<file path="config.mk">
export PLATFORM = sky130hd
export DESIGN_NAME = bp_lite_io_cmd_arbiter
export DESIGN_NICKNAME = d
export VERILOG_FILES = /design/src/rtl/bp_lite_io_cmd_arbiter.sv
export SDC_FILE = /design/constraint.sdc
export NUM_CORES = 1
export LEC_CHECK = 0
export ABC_CLOCK_PERIOD_IN_PS = 4240
export CAP_MARGIN = 10
export CORE_AREA = 4 4 251 253
export CTS_CLUSTER_DIAMETER = 50
export DETAILED_ROUTE_END_ITERATION = 10
export DIE_AREA = 0 0 255 257
export PLACE_DENSITY = 0.37
export SYNTH_ARGS = -nofsm -noshare
export SYNTH_HDL_FRONTEND = slang
export SYNTH_SLANG_ARGS = --single-unit
</file>
<file path="constraint.sdc">
create_clock -name clk_i -period 4.24 [get_ports clk_i]
set_input_delay 0.636 -clock clk_i [delete_from_list [all_inputs] [get_ports clk_i]]
set_output_delay 0.636 -clock clk_i [all_outputs]
set_load 0.1 [all_outputs]
</file>
<file path="src/rtl/bp_lite_io_cmd_arbiter.sv">
// Round-robin arbiter sharing one BedRock-lite io_cmd/io_resp port pair among several masters.
// A tag FIFO remembers the granted client of every accepted command so in-order responses route back.
module bp_lite_io_cmd_arbiter #(
  parameter int cce_mem_msg_width_lp = 128,
  parameter int num_clients_p        = 2,
  parameter int max_outstanding_p    = 4
) (
  input  logic                                          clk_i,
  input  logic                                          reset_i,

  input  logic [num_clients_p*cce_mem_msg_width_lp-1:0] client_cmd_i,
  input  logic [num_clients_p-1:0]                      client_cmd_v_i,
  output logic [num_clients_p-1:0]                      client_cmd_yumi_o,

  output logic [cce_mem_msg_width_lp-1:0]               client_resp_o,
  output logic [num_clients_p-1:0]                      client_resp_v_o,
  input  logic [num_clients_p-1:0]                      client_resp_ready_i,

  output logic [cce_mem_msg_width_lp-1:0]               io_cmd_o,
  output logic                                          io_cmd_v_o,
  input  logic                                          io_cmd_yumi_i,

  input  logic [cce_mem_msg_width_lp-1:0]               io_resp_i,
  input  logic                                          io_resp_v_i,
  output logic                                          io_resp_ready_o,

  output logic                                          idle_o
);

  localparam int W          = cce_mem_msg_width_lp;
  localparam int lg_clients = (num_clients_p > 2) ? $clog2(num_clients_p) : 1;
  localparam int ptr_w_lp   = (max_outstanding_p > 1) ? $clog2(max_outstanding_p) : 1;
  localparam int cnt_w_lp   = $clog2(max_outstanding_p + 1);

  if (num_clients_p < 2 || max_outstanding_p < 1) begin : g_bad_params
    $fatal(1, "bp_lite_io_cmd_arbiter: num_clients_p must be >= 2 and max_outstanding_p >= 1");
  end

  logic                  en_q;
  logic                  lock_q, lock_d;
  logic [lg_clients-1:0] lock_idx_q, lock_idx_d;
  logic [lg_clients-1:0] rr_ptr_q, rr_ptr_d;
  logic [ptr_w_lp-1:0]   wptr_q, wptr_d, rptr_q, rptr_d;
  logic [cnt_w_lp-1:0]   count_q, count_d;
  logic [lg_clients-1:0] tag_mem_q [max_outstanding_p];

  logic                  active;
  logic                  any_v;
  logic                  fifo_full, fifo_empty;
  logic [lg_clients-1:0] rr_idx, sel, head;
  logic                  cmd_fire, resp_fire, head_ready;

  // Outputs stay quiet during reset and for the first cycle after it.
  assign active     = en_q & ~reset_i;
  assign any_v      = |client_cmd_v_i;
  assign fifo_full  = (count_q == cnt_w_lp'(max_outstanding_p));
  assign fifo_empty = (count_q == '0);
  assign head       = tag_mem_q[rptr_q];

  // First valid client at or after the round-robin pointer.
  always_comb begin
    int  idx;
    logic found;
    rr_idx = rr_ptr_q;
    found  = 1'b0;
    for (int i = 0; i < num_clients_p; i++) begin
      idx = int'(rr_ptr_q) + i;
      if (idx >= num_clients_p) idx = idx - num_clients_p;
      if (!found && client_cmd_v_i[idx]) begin
        found  = 1'b1;
        rr_idx = lg_clients'(idx);
      end
    end
  end

  assign sel        = lock_q ? lock_idx_q : rr_idx;
  assign io_cmd_v_o = active & (any_v | lock_q) & ~fifo_full;
  assign cmd_fire   = io_cmd_v_o & io_cmd_yumi_i;

  always_comb begin
    io_cmd_o          = '0;
    client_cmd_yumi_o = '0;
    client_resp_v_o   = '0;
    head_ready        = 1'b0;
    for (int k = 0; k < num_clients_p; k++) begin
      if (sel == lg_clients'(k)) begin
        io_cmd_o             = client_cmd_i[k*W +: W];
        client_cmd_yumi_o[k] = cmd_fire;
      end
      if (head == lg_clients'(k)) begin
        head_ready         = client_resp_ready_i[k];
        client_resp_v_o[k] = active & io_resp_v_i & ~fifo_empty;
      end
    end
  end

  assign client_resp_o   = io_resp_i;
  assign io_resp_ready_o = active & head_ready & ~fifo_empty;
  assign resp_fire       = io_resp_v_i & io_resp_ready_o;
  assign idle_o          = ~active | (fifo_empty & ~any_v & ~lock_q);

  always_comb begin
    lock_d     = lock_q;
    lock_idx_d = lock_idx_q;
    rr_ptr_d   = rr_ptr_q;
    wptr_d     = wptr_q;
    rptr_d     = rptr_q;
    count_d    = count_q;
    if (cmd_fire) begin
      lock_d   = 1'b0;
      rr_ptr_d = (sel == lg_clients'(num_clients_p - 1)) ? '0 : sel + 1'b1;
      wptr_d   = (wptr_q == ptr_w_lp'(max_outstanding_p - 1)) ? '0 : wptr_q + 1'b1;
    end else if (io_cmd_v_o) begin
      lock_d     = 1'b1;
      lock_idx_d = sel;
    end
    if (resp_fire) begin
      rptr_d = (rptr_q == ptr_w_lp'(max_outstanding_p - 1)) ? '0 : rptr_q + 1'b1;
    end
    case ({cmd_fire, resp_fire})
      2'b10:   count_d = count_q + 1'b1;
      2'b01:   count_d = count_q - 1'b1;
      default: count_d = count_q;
    endcase
  end

  always_ff @(posedge clk_i) begin
    if (reset_i) begin
      en_q       <= 1'b0;
      lock_q     <= 1'b0;
      lock_idx_q <= '0;
      rr_ptr_q   <= '0;
      wptr_q     <= '0;
      rptr_q     <= '0;
      count_q    <= '0;
    end else begin
      en_q       <= 1'b1;
      lock_q     <= lock_d;
      lock_idx_q <= lock_idx_d;
      rr_ptr_q   <= rr_ptr_d;
      wptr_q     <= wptr_d;
      rptr_q     <= rptr_d;
      count_q    <= count_d;
    end
  end

  always_ff @(posedge clk_i) begin
    if (cmd_fire) tag_mem_q[wptr_q] <= sel;
  end

  // A response with nothing outstanding means the downstream broke ordering.
  always_ff @(posedge clk_i) begin
    if (!reset_i) begin
      assert (!(io_resp_v_i && fifo_empty))
        else $error("bp_lite_io_cmd_arbiter: io_resp_v_i with no outstanding command");
    end
  end

endmodule

</file>
; Yosys cells after proc, flatten, opt, wreduce, memory -nomap -nowiden
; Memory sizes are Yosys's and may differ from the RTL's. A register that Yosys moved wholly into a read port is not among the register bits.
; Index checks and enable logic that the tools add are counted.
[totals]
out_inout_bits = 263
word_cells = 79
register_bits = 11
ramBits = 4
mem_count = 1
input_bits = 392
[memory_table]
columns = memory, words, word_bits, read_ports, rd_ports_with_merged_regs, write_ports, line
row1 = tag_mem_q, 4, 1, 1, 1, 1, 45  ; logic [lg_clients-1:0] tag_mem_q [max_outstanding_p];
[classes]
n_mux = 27
addsub = 8
n_eq_ne = 5
magnitude_cmp = 4
n_reduce_logical = 7
bitwise = 20
[op_table]
columns = op, n
row1 = $mux W128, 1
row2 = $lt A32 B3 Y1 const B, 2
row3 = $mux W32, 2
row4 = $mux W1, 19
row5 = $and A1 B1 Y1, 11
row6 = $mux W2, 4
row7 = $not A1 Y1, 7
row8 = $eq A2 B2 Y1 const B, 3
row9 = $pmux W3 S2, 1
row10 = $add A2 B1 Y2 const B, 2
row11 = $reduce_or A2 Y1, 2
row12 = $add A3 B1 Y3 const B, 1
row13 = $eq A3 B3 Y1 const B, 1
row14 = $logic_not A3 Y1, 1
row15 = $sub A1 B2 Y3 const B, 1
row16 = $sub A2 B2 Y3 const B, 1
row17 = $sub A3 B1 Y3 const B, 1
row18 = $add A1 B1 Y2 const B, 1
row19 = $eq A2 B1 Y1 const B, 1
row20 = $ge A1 B2 Y1 const B, 1
row21 = $ge A2 B2 Y1 const B, 1
row22 = $or A1 B1 Y1, 2
row23 = $reduce_and A2 Y1, 1
row24 = $reduce_bool A2 Y1, 1
row25 = 3 further kinds, 3

; Depth between registers and ports, before layout
; Gate-level depths: netlist (run 1).
[logic_depth]
word_depth = 12
mapped_depth = 9
depth_no_buf = 9

; Worst setup path after synthesis (run 1)
; No wires, ideal clock.
[synth_timing]
kind = reg2out
startpoint = register with a tool-made name
endpoint = output io_resp_ready_o
arrival_ns = 3.037
slack_ns = 0.567
stages_incl_launch_ff = 4
n_path_buf = 0
required_time_ns = 3.604
cell_sequence = dfxtp_1 > mux4_2 > mux2i_1 > nor3_1
[synth_lines]
columns = element, line
row1 = end: declaration, 25  ; output logic io_resp_ready_o,

; Worst setup path in the final report (run 1)
[layout_timing]
startpoint = input client_cmd_v_i[0]
endpoint = output io_cmd_o[100]
[layout_between]
elab_chain_len = 9
word_cells_on_any_way = 13
classes_between = 11 x mux / 2 x reduce/logical
[layout_rtl]
columns = element, line
row1 = start: declaration, 12  ; input logic [num_clients_p-1:0] client_cmd_v_i,
row2 = $mux W1 (not written as such) (3 in a row), 69  ; if (!found && client_cmd_v_i[idx]) begin
row3 = $mux W1, 69
row4 = $logic_not A1 Y1, 69
row5 = $logic_and A1 B1 Y1, 69
row6 = $mux W1 *, 69
row7 = $mux W1 *, 76  ; assign sel = lock_q ? lock_idx_q : rr_idx;
row8 = $mux W128 *, 86  ; if (sel == lg_clients'(k)) begin
row9 = end: declaration, 19  ; output logic [cce_mem_msg_width_lp-1:0] io_cmd_o,
; Mark *: on every way between the ends. The rest lies on a longest branch, timed or not. The select of a mux whose other input is x is not followed.

==> results of run 1 <==
[metal layers]
layer  global-route usage, %  vias up  wire length, um
li1                        -     1621                -
met1                   5.819     1586             7688
met2                   8.320      458             8238
met3                   3.618        4             3676
met4                  0.2728        2                2
met5                   1.053        -               32
[worst reg2reg max path: stages (launching register included)]
cell and delay [ns]:
edfxtp_1 0.36, mux4_2 0.51, mux2i_1 0.19, nor2_1 0.19, ha_1 0.22, inv_1 0.06, fa_1 0.37, xor2_1 0.16
or3_1 0.30, a21oi_1 0.14
[layout by cell type, fill, tap and decap left out]
cell,n
a211oi_1,1
a21o_1,1
a21oi_1,4
and2_1,4
buf_12,64
buf_4,80
clkbuf_1,1
clkbuf_16,3
clkdlybuf4s50_1,263
dfxtp_1,13
edfxtp_1,4
fa_1,1
ha_1,6
inv_1,12
maj3_2,1
mux2_2,42
mux2_4,87
mux2i_1,3
mux4_2,1
nand2_1,1
nand2b_1,1
nand2b_4,1
nor2_1,11
nor2b_1,2
nor3_1,5
nor3b_1,1
nor4_1,1
nor4_2,1
o211ai_1,1
o21a_4,1
o21ai_0,2
or3_1,1
or3b_4,1
or4_1,1
xor2_1,2
[kinds of logic (layout without fill, tap and decap cells)]
kind of cell | Yosys count | after routing
adder cells (fa/ha/maj) | 8 | 8
flip-flops | 17 | 17
AO/OA/AOI/OAI | 10 | 10
AND/OR/NAND/NOR | 31 | 31
buffers and inverters | 156 | 423
XOR/XNOR | 2 | 2
multiplexers | 133 | 133
[through the flow]
| stage | hold slack (ns) | std cells | area (um^2) | total power [mW] | util [%] |
|---|---|---|---|---|---|
| floorplan | 0.4505 | 357 | 3762 | 1.937 | - |
| global placement | 0.4655 | 1410 | 8130 | 1.995 | 13.32 |
| detailed placement | 0.4791 | 1410 | 8130 | 1.994 | 13.32 |
| CTS | 0.4874 | 1414 | 8209 | 2.186 | 13.45 |
| global route | 0.5185 | 1414 | 8209 | 2.232 | 13.45 |
| finish | 0.4801 | 1414 | 8209 | 2.160 | 13.45 |
[power by group]
| part | switching [mW] | internal, mW | leakage, nW | total, mW |
|---|---|---|---|---|
| sequential | 0.00347 | 0.170 | 0.142 | 0.174 |
| clock | 0.0570 | 0.127 | 0.0382 | 0.184 |
| combinational | 1.12 | 0.687 | 3.15 | 1.80 |
| total | 1.18 | 0.984 | 3.33 | 2.16 |
[final cells by class]
type | instances | area [um^2]
flip-flops and latches | 17 | 380.4
multi-input cells | 184 | 2202
well taps | 790 | 988.4
fillers | 6867 | 52820
inverters | 12 | 45.04
repair buffers | 407 | 4514
clock buffers | 4 | 78.83
[path summary, 6_finish.rpt]
| check | from | cells after the start | to | slack [ns] |
|---|---|---|---|---|
| max reg2reg | tag_mem_q[0]$_DFFE_PP_ | 9 | count_q[2]$_SDFFE_PP0P_ | 1.68 |
| min | rr_ptr_q$_SDFFE_PP0P_ | 2 | rr_ptr_q$_SDFFE_PP0P_ | 0.48 |
| max | client_cmd_v_i[0] | 6 | io_cmd_o[100] | 0.82 |
| min reg2reg | rr_ptr_q$_SDFFE_PP0P_ | 2 | rr_ptr_q$_SDFFE_PP0P_ | 0.48 |
==> flow_metrics.env, run 1 <==
export IMPL_drtPass1Iterations=4
export IMPL_synth_area_leaders="mux2_4 35%, buf_4 26%, mux2_2 13%"
export IMPL_synth_nets=756
export IMPL_drive_gt1_share_pct=45.19
export IMPL_ant_nets=0
export IMPL_cts_buffers=3
export IMPL_synth_compound_area_share_pct=1.596
export IMPL_avgRoutedWirePerCell_um=13.89
export IMPL_cp_slowest_cell="clkdlybuf4s50_1"
export IMPL_synthToLayoutAreaGrowth_pct=118.2
export IMPL_grt_max_degree=37
export IMPL_synth_edf_count=4
export IMPL_num_rows=91
export IMPL_yosysSeqAreaShare_pct=10.11
export IMPL_hpwl_mm=17.73
export IMPL_p_leak_nw=3.330
export IMPL_diodes=0
export IMPL_synth_top_family_by_area="multiplexers"
export IMPL_clkTransAtPathRegs_ns=0.05
export IMPL_postSynthCellCount=357
export IMPL_yosysUniqueCellTypes=35
export IMPL_track_usage_pct=5.162
export IMPL_crit_type="input pin to output port"
export IMPL_viasPerCell=2.596
export IMPL_synthesis_area_um2=3762
export IMPL_worstPathArrival_ns=2.78
export IMPL_grt_pass1_vias=3942
export IMPL_nets=1024
export IMPL_max_stage_delay_ns=0.49
export IMPL_clk_latency_ns=0.24
export IMPL_finClkSkew_ns=0.004431
export IMPL_portBuffers=398
export IMPL_ys_seq_elements=17
export IMPL_slew_violations=0
export IMPL_ir_worst_vdd_uv=112.3
export IMPL_grt_pass1_wl_mm=25.31
export IMPL_drt_iter0_markers=107
export IMPL_synth_commonest_cells="128 x buf_4, 87 x mux2_4, 42 x mux2_2"
export IMPL_rsz0062_at_grt="no"
export IMPL_required_ns=3.60
export IMPL_ys_warn_count=0
export IMPL_cts_max_level=1
export IMPL_hold_class="flop to flop"
export IMPL_layout_setup_ws_ns=0.8200
export IMPL_max_slew_margin_pct=55.61
export IMPL_antenna_found_initial=3
export IMPL_start_kind="input pin"
export IMPL_path_common_cell="buf_12"
export IMPL_status="completed"
export IMPL_crit_chain="clkdlybuf4s50_1 -> maj3_2 -> o21a_4 -> buf_12 -> mux2_2 -> buf_12"
export IMPL_post_synth_top_count_cell="buf_4"
export IMPL_die_h_um=257
export IMPL_yosys_area_share_adder_pct=2.827
export IMPL_synthMuxAreaShare_pct=48.69
export IMPL_cts_hold_buffers=0
export IMPL_fmax_ghz=0.2924
export IMPL_die_w_um=255
export IMPL_post_cts_resize_count=0
export IMPL_cp_end_kind="output port"
export IMPL_cts_path_max_buffers=2
export IMPL_drc=0
export IMPL_synth_top_area_share_pct=34.72
export IMPL_synth_simple_area_share_pct=4.756
export IMPL_ys_async_sr_fraction_pct=0
export IMPL_power_density_nw_per_um2=263.2
export IMPL_gp_congestion=0.6843
export IMPL_post_cts_buffers=0
export IMPL_fin_setup_tns_ns=0
export IMPL_overflow=0
export IMPL_start_util_pct=6.165
export IMPL_pin_count=655
export IMPL_syn_area_per_cell_um2=10.54
export IMPL_fin_crit_sh_pct=80.66
export IMPL_cp_max_fo=36
export IMPL_totalWireLength_mm=19.64
export IMPL_root_buffer="clkbuf_16"
export IMPL_tightest_slew_ns=0.6607
export IMPL_place_ws_ns=0.7648
export IMPL_cpLargestDelayFamily="buffers and inverters"
export IMPL_dieArea_um2=65540
export IMPL_path_buf_inv=3
export IMPL_yosysTopAreaCell="mux2_4"
export IMPL_yosys_area_share_xor_xnor_pct=0.4656
export IMPL_ys_flop_type="dfxtp_1"
export IMPL_tritoncts="yes"
export IMPL_finalSetupViolCount=0
export IMPL_maxCapViolations=0
export IMPL_dr_total_vias=3671
export IMPL_hold_violations=0
export IMPL_core_area_um2=61030
export IMPL_clock_sinks=17
export IMPL_timing_final_crit_period_ns=3.420
Power figures use the tool's default switching activity.
==> run 2: changes to the inputs <==
==> config.mk (replaced) <==
export PLATFORM = sky130hd
export DESIGN_NAME = bp_lite_io_cmd_arbiter
export DESIGN_NICKNAME = d
export VERILOG_FILES = /design/src/rtl/bp_lite_io_cmd_arbiter.sv
export SDC_FILE = /design/constraint.sdc
export NUM_CORES = 1
export LEC_CHECK = 0
export ABC_CLOCK_PERIOD_IN_PS = 3350
export CAP_MARGIN = 10
export CORE_AREA = 4 4 256 258
export CTS_CLUSTER_DIAMETER = 50
export DETAILED_ROUTE_END_ITERATION = 10
export DIE_AREA = 0 0 260 262
export PLACE_DENSITY = 0.36
export SYNTH_ARGS = -nofsm -noshare
export SYNTH_HDL_FRONTEND = slang
export SYNTH_SLANG_ARGS = --single-unit
==> constraint.sdc (replaced) <==
create_clock -name clk_i -period 3.35 [get_ports clk_i]
set_input_delay 0.5025 -clock clk_i [delete_from_list [all_inputs] [get_ports clk_i]]
set_output_delay 0.5025 -clock clk_i [all_outputs]
set_load 0.1 [all_outputs]
==> flow_metrics.env, run 2 (same netlist as run 1, synthesis figures left out) <==
export IMPL_status="completed"
export IMPL_drc=0
export IMPL_post_cts_buffers=0
export IMPL_swShare_pct=51.70
export IMPL_clock_sinks=17
export IMPL_crit_start="client_cmd_v_i[1]"
export IMPL_core_area_um2=62970
export IMPL_portBuffers=398
export IMPL_fmax_ghz=0.3302
export IMPL_synthToLayoutAreaGrowth_pct=145.2
export IMPL_instances_no_fill=1470
export IMPL_cts_buffers=3
export IMPL_placed_cells=1466
export IMPL_tightest_slew_ns=0.5671
export IMPL_max_stage_delay_ns=0.49
export IMPL_nets=1024
export IMPL_tritoncts="yes"
export IMPL_crit_chain="clkdlybuf4s50_1 -> inv_1 -> maj3_2 -> o21a_4 -> buf_12 -> buf_12 -> mux2_4 -> buf_12"
export IMPL_start_kind="input pin"
export IMPL_p_leak_nw=3.673
export IMPL_totalWireLength_mm=22.85
export IMPL_multiInputGateArea_um2=2207
export IMPL_cp_end_kind="output port"
export IMPL_start_util_pct=5.975
export IMPL_layout_common_cells="263 x clkdlybuf4s50_1, 139 x buf_12, 87 x mux2_4, 42 x mux2_2, 13 x dfxtp_1"
export IMPL_place_ws_ns=0.2947
export IMPL_max_slew_margin_pct=61.90
export IMPL_fin_crit_sh_pct=90.39
export IMPL_ir_worst_vdd_uv=137.3
export IMPL_cp_max_fo=26
export IMPL_num_rows=92
export IMPL_hold_ws_ns=0.4894
export IMPL_cell_internal_pwr_mw=1.458
export IMPL_worstPathArrival_ns=2.53
export IMPL_drive_gt1_share_pct=45.51
export IMPL_power_density_nw_per_um2=327.3
export IMPL_overflow=0
export IMPL_maxCapViolations=0
export IMPL_cts_hold_buffers=0
export IMPL_hold_class="flop to flop"
export IMPL_fin_setup_tns_ns=0
export IMPL_hpwl_mm=20.75
export IMPL_p_seq_share_pct=7.3
export IMPL_finClkSkew_ns=0.002167
export IMPL_drtPass1Iterations=4
export IMPL_grt_pass1_wl_mm=28.88
export IMPL_power_mw=3.019
export IMPL_r2r_slack_ns=0.71
export IMPL_hold_violations=0
export IMPL_gp_congestion=0.7808
export IMPL_p_sw_mw=1.561
export IMPL_fillCellCount=7092
export IMPL_seq_area_um2=380.4
export IMPL_finalSetupViolCount=0
export IMPL_ant_nets=0
export IMPL_post_cts_resize_count=0
export IMPL_avgRoutedWirePerCell_um=15.54
export IMPL_antenna_found_initial=1
export IMPL_pin_count=655
export IMPL_die_w_um=260
export IMPL_comb_power_share_pct=84.8
export IMPL_track_usage_pct=5.868
export IMPL_crit_type="input pin to output port"
export IMPL_clkTransAtPathRegs_ns=0.05
export IMPL_dieArea_um2=68120
export IMPL_layout_setup_ws_ns=0.3218
export IMPL_clk_latency_ns=0.25
export IMPL_timing_final_crit_period_ns=3.028
export IMPL_cts_max_level=1
export IMPL_clkPwrFrac_pct=7.9
export IMPL_die_h_um=262
export IMPL_holdCritStartpoint="rr_ptr_q$_SDFFE_PP0P_"
export IMPL_layout_commonest_cell="clkdlybuf4s50_1"
export IMPL_grt_pass1_vias=3949
export IMPL_dr_total_vias=3658
export IMPL_slew_violations=0
export IMPL_root_buffer="clkbuf_16"
export IMPL_diodes=0
export IMPL_path_common_cell="buf_12"
export IMPL_cp_slowest_cell="clkdlybuf4s50_1"
export IMPL_viasPerCell=2.488
export IMPL_cts_path_max_buffers=2
export IMPL_drt_iter0_markers=97
export IMPL_grt_max_degree=46
export IMPL_rsz0062_at_grt="no"
export IMPL_required_ns=2.85
## run 2: cell type report
cell class | instances | share of cell area [%]
clock buffers | 3 | 0.8139
repair buffers | 407 | 59.12
flip-flops and latches | 17 | 4.124
multi-input cells | 184 | 23.93
well taps | 846 | 11.48
inverters | 12 | 0.4883
clock inverters | 1 | 0.05426
## run 2: path summary, 6_finish.rpt
kind,end,depth (start not counted)
setup / recovery,io_cmd_o[59],8
setup reg to reg,count_q[2]$_SDFFE_PP0P_,9
hold reg to reg,rr_ptr_q$_SDFFE_PP0P_,2
hold / removal,rr_ptr_q$_SDFFE_PP0P_,2
## run 2: metrics by stage
step                utilization [%]  instance area (um^2)
floorplan                         -                  3767
global placement              14.52                  9144
detailed placement            14.52                  9144
CTS                           14.65                  9224
global route                  14.65                  9224
finish                        14.65                  9224
## run 2: per-layer routing
layer  vias up  global-route usage, %  routed length [um]
met5         -                  1.068                 111
met4         6                 0.7945                 245
met3        14                  5.965                5223
met2       473                  8.392                9177
met1      1543                  6.166                8091
li1       1622                      -                   -
## run 2: power groups by stage
stage	registers [mW]	logic (mW)	clock network (mW)
after floorplan	0.223	2.23	0
after global placement	0.224	2.59	0
after detailed placement	0.224	2.59	0
after CTS	0.220	2.59	0.247
after global routing	0.221	2.64	0.257
final	0.220	2.56	0.238
## run 2: worst max-delay path: cells and delay by family
family,cells,cell delay (ns)
AOI/OAI and AO/OA,1,0.24
adders and majority gates,1,0.31
buffers and inverters,5,1.07
muxes,1,0.34
